## config.mk

```make
export PLATFORM = sky130hd
export DESIGN_NAME = serial_add_ctrl
export DESIGN_NICKNAME = d
export VERILOG_FILES = /design/src/rtl/serial_add_ctrl_pkg.sv /design/src/rtl/serial_add_ctrl_full_add.sv /design/src/rtl/serial_add_ctrl.sv
export SDC_FILE = /design/constraint.sdc
export NUM_CORES = 1
export LEC_CHECK = 0
export ABC_AREA = 1
export BUFFER_PORTS_ARGS = -buffer_cell sky130_fd_sc_hd__buf_4
export CAP_MARGIN = 20
export CORE_UTILIZATION = 58
export CTS_BUF_LIST = sky130_fd_sc_hd__clkbuf_4
export DETAILED_ROUTE_END_ITERATION = 10
export GPL_TIMING_DRIVEN = 0
export PLACE_DENSITY = 0.91
export SKIP_LAST_GASP = 1
export SYNTH_ARGS = -nofsm -noshare
export SYNTH_HDL_FRONTEND = slang
export SYNTH_SLANG_ARGS = --single-unit
```

## constraint.sdc

```tcl
create_clock -name clk -period 1.6 [get_ports clk]
set_clock_uncertainty 0.15 [all_clocks]
set_input_delay 0.16 -clock clk [delete_from_list [all_inputs] [get_ports clk]]
set_output_delay 0.16 -clock clk [all_outputs]
set_load 0.05 [all_outputs]
```

## src/rtl/serial_add_ctrl_pkg.sv

```systemverilog
// serial_add_ctrl_pkg: shared state encoding and default width for the
// bit-serial adder controller.
package serial_add_ctrl_pkg;

    localparam int unsigned DEFAULT_WIDTH = 8;

    typedef enum logic [1:0] {
        ST_IDLE = 2'd0,
        ST_RUN  = 2'd1,
        ST_DONE = 2'd2
    } state_t;

endpackage

```

## src/rtl/serial_add_ctrl_full_add.sv

```systemverilog
// full_add: 1-bit full adder cell, the datapath time-shared by the
// serial adder controller.
module full_add (
    input  logic a,
    input  logic b,
    input  logic ci,
    output logic s,
    output logic co
);

    assign s  = a ^ b ^ ci;
    assign co = (a & b) | (ci & (a ^ b));

endmodule

```

## src/rtl/serial_add_ctrl.sv

```systemverilog
// serial_add_ctrl: adds two WIDTH-bit operands LSB first, one bit per clock,
// through a single full_add cell. The carry is held in a flop between bits;
// the sum and carry-out are registered once at the end of the run and held
// until the next accepted start.
// Optional build macro SERIAL_ADD_SUB_EN adds a 'sub' input selecting a-b.
module serial_add_ctrl
    import serial_add_ctrl_pkg::*;
#(
    parameter int unsigned WIDTH = DEFAULT_WIDTH
) (
    input  logic             clk,
    input  logic             rst_n,
    input  logic             start,
    input  logic [WIDTH-1:0] a,
    input  logic [WIDTH-1:0] b,
    input  logic             ci,
`ifdef SERIAL_ADD_SUB_EN
    input  logic             sub,
`endif
    output logic             busy,
    output logic             done,
    output logic [WIDTH-1:0] s,
    output logic             co
);

    localparam int unsigned   CW   = $clog2(WIDTH);
    localparam logic [CW-1:0] LAST = CW'(WIDTH - 1);

    state_t           state;
    logic [WIDTH-1:0] a_sh;
    logic [WIDTH-1:0] b_sh;
    logic [WIDTH-1:0] s_sh;
    logic             cy;
    logic [CW-1:0]    cnt;
    logic             s_bit;
    logic             co_bit;
    logic [WIDTH-1:0] b_load;
    logic             cy_load;

    // Operand conditioning applied at capture (two's-complement subtract when enabled)
    always_comb begin
        b_load  = b;
        cy_load = ci;
`ifdef SERIAL_ADD_SUB_EN
        if (sub) begin
            b_load  = ~b;
            cy_load = 1'b1;
        end
`endif
    end

    full_add u_cell (
        .a  (a_sh[0]),
        .b  (b_sh[0]),
        .ci (cy),
        .s  (s_bit),
        .co (co_bit)
    );

    // Controller FSM: operand capture, serial shifting, carry/counter update, registered outputs
    always_ff @(posedge clk or negedge rst_n) begin
        if (!rst_n) begin
            state <= ST_IDLE;
            busy  <= 1'b0;
            done  <= 1'b0;
            s     <= '0;
            co    <= 1'b0;
            a_sh  <= '0;
            b_sh  <= '0;
            s_sh  <= '0;
            cy    <= 1'b0;
            cnt   <= '0;
        end else begin
            case (state)
                ST_IDLE: begin
                    done <= 1'b0;
                    if (start) begin
                        a_sh  <= a;
                        b_sh  <= b_load;
                        cy    <= cy_load;
                        s_sh  <= '0;
                        cnt   <= '0;
                        busy  <= 1'b1;
                        state <= ST_RUN;
                    end
                end
                ST_RUN: begin
                    s_sh <= {s_bit, s_sh[WIDTH-1:1]};
                    a_sh <= {1'b0, a_sh[WIDTH-1:1]};
                    b_sh <= {1'b0, b_sh[WIDTH-1:1]};
                    cy   <= co_bit;
                    if (cnt == LAST) begin
                        // final bit: publish the complete word, keep cnt from wrapping
                        s     <= {s_bit, s_sh[WIDTH-1:1]};
                        co    <= co_bit;
                        done  <= 1'b1;
                        state <= ST_DONE;
                    end else begin
                        cnt <= cnt + 1'b1;
                    end
                end
                ST_DONE: begin
                    done  <= 1'b0;
                    busy  <= 1'b0;
                    state <= ST_IDLE;
                end
                default: begin
                    done  <= 1'b0;
                    busy  <= 1'b0;
                    state <= ST_IDLE;
                end
            endcase
        end
    end

endmodule

```

==> summary.md <==
| Metric | Value |
|---|---|
| Outcome | `finished, violations left` |
| Failing checks | `hold timing` |
| Num CTS Buffers | `5` |
| Max-slew violation count | `0` |
| DRT iter0 DRCs | `50` |
| RR Startpoint | `cnt[0]` |
| Syn Inst Count | `214` |
| Simple-Gate Fraction of Synth Area | `26.8%` |
| Arrival @ worst endpoint | `1610 ps` |
| Crit Path Max Fanout | `10` |
| Post-Route WL | `3940 um` |
| Sequential fraction of the synthesis area | `51.9%` |
| Final hold slack | `-6.85 ps` |
| Ys flop type | `dfrtp_1` |
| Hpwl dp | `2650 um` |
| Diode count | `0` |
| Final Hold Viols | `1` |
| Core area | `3100 um^2` |
| Peak supply drop | `1.10 mV` |
| Antenna violations before repair | `0` |
| Placed cell area | `2210 um^2` |
| Post-synthesis mux area share | `0%` |
| Share of cells above drive strength 1 | `23.9%` |
| Vias in the first global route | `1,539` |
| RSZ-0062 raised after global routing | `no` |
| Clock latency on the worst-skew pair | `350 ps` |
| Crit path cell chain | `ha_1 > ha_1 > nand2_4 > buf_6 > o21ai_2` |
| Wire per inst | `12.6 um` |
| First-pass GRT wire length | `6490 um` |
| Setup violations, final | `0` |
| Clk sinks | `40` |
| H-tree levels | `2` |
| Origin of the worst setup path | `cnt[0]` |
| Setup Buffers After CTS | `0` |
| Vias per std cell | `5.09` |
| Syn nets | `238` |
| Starting Density | `62.1%` |
| Max Cap Viol | `0` |
| Post-Synthesis Mean Instance Area | `9.00 um^2` |
| Post-synth cell types | `21` |
| Final core utilization | `78.3%` |
| Die area | `3560 um^2` |
| Top post-synthesis cells by area | `dfrtp_1 52%, nand2_1 10%, nand3_1 8.6%, inv_1 5.6%, nand3b_1 4.3%` |
| Slowest CP cell | `dfrtp_1` |
| Final net count | `291` |
| Synth Warn # | `0` |
| DR vias | `1,588` |
| Site Rows | `20` |
| Die H | `59.6 um` |
| Hold crit path type | `in2reg` |
| CP top delay family | `adder cells` |
| Normalized max-slew margin | `68.1%` |
| Synth Cell Area | `1930 um^2` |
| Largest family of logic cells by synthesized area | `simple AND/OR/NAND/NOR gates` |
| Fin Setup TNS | `0 ps` |
| Required time worst endpoint | `1690 ps` |
| Post-DRT Antenna Nets | `0` |
| #FFs+latches synth | `40` |
| Fin crit share | `95.2%` |
| CP bufs+invs | `1` |
| CP most frequent cell | `ha_1` |
| 1st-pass router iterations | `4` |
| Total power | `4.68 mW` |
| CP Launch Type | `flop` |
| CTS tree | `yes` |
| Total power divided by cell area | `1930 nW/um^2` |
| Boundary pin count | `31` |
| Leakage Power | `1.28 nW` |
| Clk slew on worst S/H paths | `110 ps` |
| FFs w/ async S/R, synth | `100%` |
| Peak per-stage delay on the critical path | `410 ps` |
| Post-synth EDFFs | `0` |
| Port bufs | `30` |
| Post-synth top area share | `51.9%` |
| Post-Synth XOR/XNOR Area | `0%` |
| Worst slew pin tran | `479 ps` |
| Gr ovfl total | `0` |
| Design area | `2430 um^2` |
| Post-Synth Adder-Cell Area | `2.99%` |
| Syn-to-layout area delta | `26.0%` |
| Largest net degree at the start of global routing | `41` |
| CP Capture Type | `flop` |
| DRC | `0` |
| CTS Buffer Depth | `2` |
| Min-Delay Startpoint | `a[6]` |
| Final min period | `1520 ps` |
| Clock root buffer | `clkbuf_4` |
| Setup CP Type | `reg2reg` |
| RD Place Congestion | `0.783` |
| Tot GR Track Use | `25.4%` |
| Synth Area in Compound Gates | `7.40%` |
| Peak Freq | `657 MHz` |
| Leading area contributor after synthesis | `dfrtp_1` |
| Die width | `59.6 um` |
| Fillcell total | `219` |
[report_power, final]
group	leakage, nW	internal (mW)	switching [mW]	total, mW
Sequential	0.494	1.48	0.236	1.72
Combinational	0.755	0.917	1.54	2.45
Clock	0.0338	0.203	0.309	0.512
[per-stage QoR]
step / instances / setup slack [ps]
after global routing: 312 / 12.8
after global placement: 288 / 57.8
final: 312 / 77.4
after CTS: 311 / 20.1
after detailed placement: 288 / 25.6
after floorplan: 214 / 176
[cells in the mapped netlist (3+ instances only)]
library cell,number
nand3_1,33
ha_1,3
dfrtp_1,40
nand3b_1,11
buf_6,6
o21ai_0,3
o21ai_2,9
inv_1,29
nor2_1,4
nand2_1,53
buf_2,3
o22ai_1,7
[flip-flops by register name, summed over array words and instances, names as in the netlist]
name,cells
done,1
state,2
busy,1
s_sh,7
co,1
cnt,3
cy,1
a_sh,8
b_sh,8
s,8
[layout make-up]
| type | count | area, um^2 | share of cell area, % |
|---|---|---|---|
| sequential | 40 | 1000 | 41.2 |
| multi-input combinational | 132 | 721 | 29.7 |
| timing repair buffer | 46 | 385 | 15.9 |
| inverter | 31 | 116 | 4.79 |
| buffer | 11 | 93.8 | 3.86 |
| tap | 44 | 55.1 | 2.27 |
| clock buffer | 7 | 52.6 | 2.16 |
| clock inverter | 1 | 3.75 | 0.155 |
[layer usage]
layer  up-vias  GRT usage (%)  wire, um
met3        10           6.77       205
met4         0           13.0        99
met1       731           31.3      1650
met5         -              0         0
met2        61           41.0      1980
li1        786              -         -
[repair_timing]
| action | 4_1_cts | 5_1_grt |
|---|---|---|
| gates resized for setup | 0 | 1 |
| setup endpoints to repair | 0 | 9 |
| endpoints found under the hold margin | 54 | 1 |
| hold buffers | 15 | 1 |
[cells in the final DEF, fill, tap and decap left out]
cell type	count
nand2_2	1
dlygate4sd3_1	16
o22ai_1	7
ha_1	3
fa_1	1
inv_1	29
buf_6	6
clkinv_1	1
nand3b_1	11
a21oi_1	1
buf_4	31
nand3_1	33
nand4_1	1
nor2_2	2
clkbuf_1	1
nand2_1	53
o21ai_0	3
o21ai_2	9
nand2_4	3
buf_2	3
clkbuf_4	7
nor2_1	4
inv_2	2
dfrtp_1	40
[worst paths after layout]
check	slack [ps]	cells after the start	end
setup / recovery	80	5	s[1]
hold / removal	-7	5	a_sh[6]
setup reg to reg	80	5	s[1]
hold reg to reg	340	2	s[0]
max in group asynchronous	810	2	state[0]
min in group asynchronous	150	2	cy
[logic make-up (layout without fill, tap and decap cells)]
kind of cell               Yosys count  in the layout
AOI/OAI and AO/OA                   20             20
adders and majority gates            4              4
buffers and inverters               42             96
DFF                                 40             40
and+or+nand+nor                    108            108
[worst register-to-register path: stages, from the launching register on]
cell     delay, ps
dfrtp_1        410
ha_1           230
ha_1           250
nand2_4        150
buf_6          180
o21ai_2         60
No activity file was read; power rests on OpenSTA's default activity.
